===== src/rtl/dmem_arbiter.sv =====
// Two-master arbiter for a single-port, synchronous-read data memory (M0 = core, M1 = debug/DMA).
// Define DMEM_ARB_RR_EN for round-robin tie-break in IDLE; otherwise M0 wins ties.

module dmem_arbiter #(
  parameter int unsigned AW       = 32,
  parameter int unsigned DW       = 32,
  parameter int unsigned MAX_HOLD = 8
) (
  input  logic          clk,
  input  logic          rst,
  input  logic          m0_req,
  input  logic          m0_we,
  input  logic          m0_lock,
  input  logic [AW-1:0] m0_addr,
  input  logic [DW-1:0] m0_wdata,
  output logic          m0_gnt,
  output logic          m0_rvalid,
  output logic [DW-1:0] m0_rdata,
  input  logic          m1_req,
  input  logic          m1_we,
  input  logic          m1_lock,
  input  logic [AW-1:0] m1_addr,
  input  logic [DW-1:0] m1_wdata,
  output logic          m1_gnt,
  output logic          m1_rvalid,
  output logic [DW-1:0] m1_rdata,
  output logic          mem_en,
  output logic          mem_we,
  output logic [AW-1:0] mem_addr,
  output logic [DW-1:0] mem_wdata,
  input  logic [DW-1:0] mem_rdata
);

  localparam int unsigned CW = $clog2(MAX_HOLD + 1);

  typedef enum logic [1:0] {StIdle, StLock0, StLock1} ownerStateT;

  ownerStateT    state;
  logic [CW-1:0] holdCnt;
  logic          yieldFlag;
  logic          yieldTo;
  logic          rdPending;
  logic          rdOwner;
`ifdef DMEM_ARB_RR_EN
  logic          lastWinner;
`endif

  logic          anyGnt;
  logic          sel;
  logic          selWe;
  logic          selLock;
  logic [AW-1:0] selAddr;
  logic [DW-1:0] selWdata;
  logic [CW-1:0] holdNext;
  logic          forceRel;

  always_comb begin
    anyGnt = 1'b0;
    sel    = 1'b0;
    case (state)
      StLock0: begin
        anyGnt = m0_req;
        sel    = 1'b0;
      end
      StLock1: begin
        anyGnt = m1_req;
        sel    = 1'b1;
      end
      default: begin
        if (yieldFlag && (yieldTo ? m1_req : m0_req)) begin
          anyGnt = 1'b1;
          sel    = yieldTo;
        end else if (m0_req && m1_req) begin
          anyGnt = 1'b1;
`ifdef DMEM_ARB_RR_EN
          sel    = ~lastWinner;
`else
          sel    = 1'b0;
`endif
        end else if (m0_req || m1_req) begin
          anyGnt = 1'b1;
          sel    = m1_req;
        end
      end
    endcase
    // Grants must read as zero for the whole time reset is held.
    if (!rst) anyGnt = 1'b0;
  end

  assign selWe    = sel ? m1_we    : m0_we;
  assign selLock  = sel ? m1_lock  : m0_lock;
  assign selAddr  = sel ? m1_addr  : m0_addr;
  assign selWdata = sel ? m1_wdata : m0_wdata;

  // Number of locked grants in the current run, counting this one.
  assign holdNext = (state == StIdle) ? CW'(1) : holdCnt + CW'(1);
  assign forceRel = anyGnt && selLock && (holdNext == CW'(MAX_HOLD));

  assign m0_gnt    = anyGnt & ~sel;
  assign m1_gnt    = anyGnt & sel;
  assign mem_en    = anyGnt;
  assign mem_we    = anyGnt & selWe;
  assign mem_addr  = anyGnt ? selAddr  : '0;
  assign mem_wdata = anyGnt ? selWdata : '0;

  assign m0_rvalid = rdPending & ~rdOwner;
  assign m1_rvalid = rdPending & rdOwner;
  assign m0_rdata  = m0_rvalid ? mem_rdata : '0;
  assign m1_rdata  = m1_rvalid ? mem_rdata : '0;

  always_ff @(posedge clk or negedge rst) begin
    if (!rst) begin
      state      <= StIdle;
      holdCnt    <= '0;
      yieldFlag  <= 1'b0;
      yieldTo    <= 1'b0;
      rdPending  <= 1'b0;
      rdOwner    <= 1'b0;
`ifdef DMEM_ARB_RR_EN
      lastWinner <= 1'b1;
`endif
    end else begin
      yieldFlag <= forceRel;
      if (forceRel) yieldTo <= ~sel;
      rdPending <= anyGnt & ~selWe;
      if (anyGnt) rdOwner <= sel;
`ifdef DMEM_ARB_RR_EN
      if (anyGnt) lastWinner <= sel;
`endif
      if (forceRel) begin
        state   <= StIdle;
        holdCnt <= holdNext;
      end else if (state == StIdle) begin
        if (anyGnt && selLock) begin
          state   <= sel ? StLock1 : StLock0;
          holdCnt <= holdNext;
        end
      end else if (!anyGnt || !selLock) begin
        state   <= StIdle;
        holdCnt <= '0;
      end else begin
        holdCnt <= holdNext;
      end
    end
  end

endmodule


===== config.mk =====
export PLATFORM = sky130hd
export DESIGN_NAME = dmem_arbiter
export DESIGN_NICKNAME = d
export VERILOG_FILES = /design/src/rtl/dmem_arbiter.sv
export SDC_FILE = /design/constraint.sdc
export NUM_CORES = 1
export LEC_CHECK = 0
export ABC_CLOCK_PERIOD_IN_PS = 2250
export BUFFER_PORTS_ARGS = -buffer_cell sky130_fd_sc_hd__buf_2
export CORE_AREA = 2 2 117 119
export CTS_CLUSTER_SIZE = 12
export DETAILED_ROUTE_END_ITERATION = 7
export DIE_AREA = 0 0 119 121
export GPL_TIMING_DRIVEN = 1
export PLACE_DENSITY = 0.58
export RECOVER_POWER = 100
export SLEW_MARGIN = 20
export SYNTH_ARGS = -nofsm -noshare
export SYNTH_HDL_FRONTEND = slang
export SYNTH_SLANG_ARGS = --single-unit
export TNS_END_PERCENT = 50

===== constraint.sdc =====
create_clock -name clk -period 2.25 [get_ports clk]
set_input_delay 0.45 -clock clk [delete_from_list [all_inputs] [get_ports clk]]
set_output_delay 0.45 -clock clk [all_outputs]
set_load 0.03 [all_outputs]

==> flow_metrics.tcl <==
set metrics [dict create \
    status "complete, but fails checks" \
    violations "setup timing" \
    placed_area_sq_um 4430 \
    synth_most_common_cell "nand2_1" \
    ys_ff_latch 10 \
    vias 3722 \
    seq_area_sq_um 250 \
    fp-row-count 42 \
    gp_congestion 0.771 \
    clk_pin_slew_worst_paths_ns 0.04 \
    synth.area.top_cells "nand2_1 25%, a21oi_1 17%, dfrtp_1 12%, and2_1 11%, and3_1 9.8%" \
    worstPathMaxFanout 12 \
    nFillCells 1319 \
    hpwl_um 9110 \
    grt_overflow 0 \
    io_pins 302 \
    max_cap_viol_count 0 \
    clock.fmax_mhz 417 \
    p_total_mw 5.66 \
    cp_num_buf_inv 4 \
    ys.flop_type "dfrtp_1" \
    grt_pass1_vias 3624 \
    rsz0062_at_grt "yes" \
    async_flop_share_pct 100 \
    cts_root_buf "clkbuf_16" \
    design.core.area_sq_um 13100 \
    drcViolationCount 0 \
    cts_max_level 1 \
    initial_core_util_pct 15.6 \
    final_core_util_pct 41.2 \
    fin_ws_ns -0.147 \
    routedWlPerCell_um 14.6 \
    path_cells "inv_2 > ha_4 > nand2b_4 > o21ai_4 > buf_4 > clkbuf_16 > nand2_1 > a21oi_2 > buf_6" \
    crit_type "reg2out" \
    die_height_um 121 \
    slew_headroom_pct 62.3 \
    final_area_sq_um 5390 \
    dp.cells 835 \
    final_cell_count_no_fill 857 \
    start_kind "flip-flop" \
    vias_per_cell 4.34 \
    power_density_nw_per_um2 1050 \
    cp.arrival_ns 1.95 \
    synth_edf_count 0 \
    hold_viol 0 \
    drt_iter0_drc 174 \
    synth_top_area_share_pct 24.7 \
    postCtsHoldBufs 0 \
    worst_pin_slew_ns 0.565 \
    fp.dieW_um 119 \
    area_delta_synth_final_pct 164 \
    cp_top_family "buffers and inverters" \
    holdWs_ns 0.465 \
    yosysSeqAreaShare_pct 12.3 \
    grt_max_degree 37 \
    syn_nets 530 \
    drive_above_1_share_pct 57.9 \
    final_antenna_net_count 0 \
    yosysWarningCount 0 \
    setup_viol 68 \
    irDropWorstVdd_mv 0.409 \
    netlist_instances 358 \
    worstSetupEndpointType "output pin" \
    finalSetupTns_ns -7.25 \
    cts_buffers 3 \
    num_antenna_cells 0 \
    drv_slew 0 \
    ys_types 38 \
    finalClockSkew_ns 0.00101 \
    p_leak_nw 2.60 \
    period_share_pct 107 \
    crit_slowest_cell "dfrtp_1" \
    synth_area_sq_um 2040 \
    clk_latency_ns 0.24 \
    antenna_found_initial 1 \
    slowest_delay_ns 0.38 \
    synth_common_cells "134 x nand2_1, 68 x a21oi_1, 37 x and2_1" \
    cts_tree "built" \
    min_path_type "in2async" \
    io_buffer_count 301 \
    post-place-ws_ns -0.175 \
    cts_buffer_depth 2 \
    nNetsFinal 854 \
    track_usage_pct 15.4 \
    dieArea_sq_um 14400 \
    yosysTopAreaCell "nand2_1" \
    worstPathRequired_ns 1.80 \
    multiInputGateArea_sq_um 2270 \
    drtPass1Iterations 4 \
    avgSynthCellArea_sq_um 5.69 \
    min_period_ns 2.40 \
    clock_sinks 10 \
    wl_um 12500 \
    grt_pass1_wl_um 18000 \
]
## flip-flops by register name, summed over array words and instances (netlist names)
signal / cells
holdCnt: 4
rdPending: 1
state: 2
rdOwner: 1
yieldFlag: 1
yieldTo: 1
## metal layers
layer	vias up	GRT usage (%)	routed length, um
li1	1835	-	-
met1	1673	16.7	4560
met2	192	30.3	6710
met3	20	2.49	919
met4	2	4.54	273
met5	-	0	10
## final cells by class
cell class	count	share of cell area, %
Timing Repair Buffer	350	47.0
Multi-Input combinational cell	312	42.2
Sequential cell	10	4.65
Tap cell	176	4.09
Clock buffer	4	1.65
Inverter	5	0.395
## final timing paths
check	startpoint	to	slack, ns	cells after the start
max in group asynchronous	rst	yieldFlag	1.42	2
min in group clk	m0_lock	yieldTo	0.51	3
min reg2reg	yieldTo	yieldTo	0.55	2
max	state[1]	mem_addr[13]	-0.15	9
min	rst	holdCnt[1]	0.46	2
max reg2reg	state[1]	state[1]	0.14	10
## cell usage in the layout (no fill, tap or decap), types with 2 or more instances in the layout
| cell | count |
|---|---|
| buf_8 | 3 |
| buf_12 | 8 |
| and3_1 | 32 |
| buf_4 | 19 |
| a21oi_2 | 31 |
| a21oi_4 | 34 |
| nand2_1 | 115 |
| o22ai_1 | 2 |
| a22o_1 | 2 |
| buf_2 | 168 |
| dfrtp_1 | 10 |
| buf_6 | 75 |
| nand3_1 | 2 |
| nand2_4 | 4 |
| ha_4 | 2 |
| a21oi_1 | 4 |
| and2_1 | 36 |
| clkbuf_1 | 64 |
| nor2_2 | 2 |
| clkbuf_16 | 6 |
| clkbuf_2 | 4 |
| buf_16 | 6 |
| ha_1 | 2 |
| o21ai_1 | 2 |
| nand2b_4 | 3 |
| nand2_2 | 15 |
| inv_2 | 2 |
| xor2_1 | 2 |
| inv_1 | 2 |
## kinds of logic (layout without fill, tap and decap cells)
logic type      Yosys count  after routing  synth area share (%)
flops                    10             10                  12.3
compound gates           85             85                  24.1
xor+xnor                  3              3                  1.29
mux                       2              2                  1.04
simple gates            218            218                  50.9
fa+ha+maj                 4              4                  2.46
buf+inv                  36            359                  7.98
## power by group
part	switching [mW]	total (mW)	internal, mW
clock	0.0889	0.357	0.268
sequential	0.0317	0.256	0.225
combinational	2.85	5.04	2.19
## timing repair
action	in CTS	in global routing
resized for setup	188	14
gates cloned	6	3
pin swaps	17	5
buffers inserted	10	1
endpoints found under the setup margin	68	69
No activity file was read; power rests on OpenSTA's default activity.
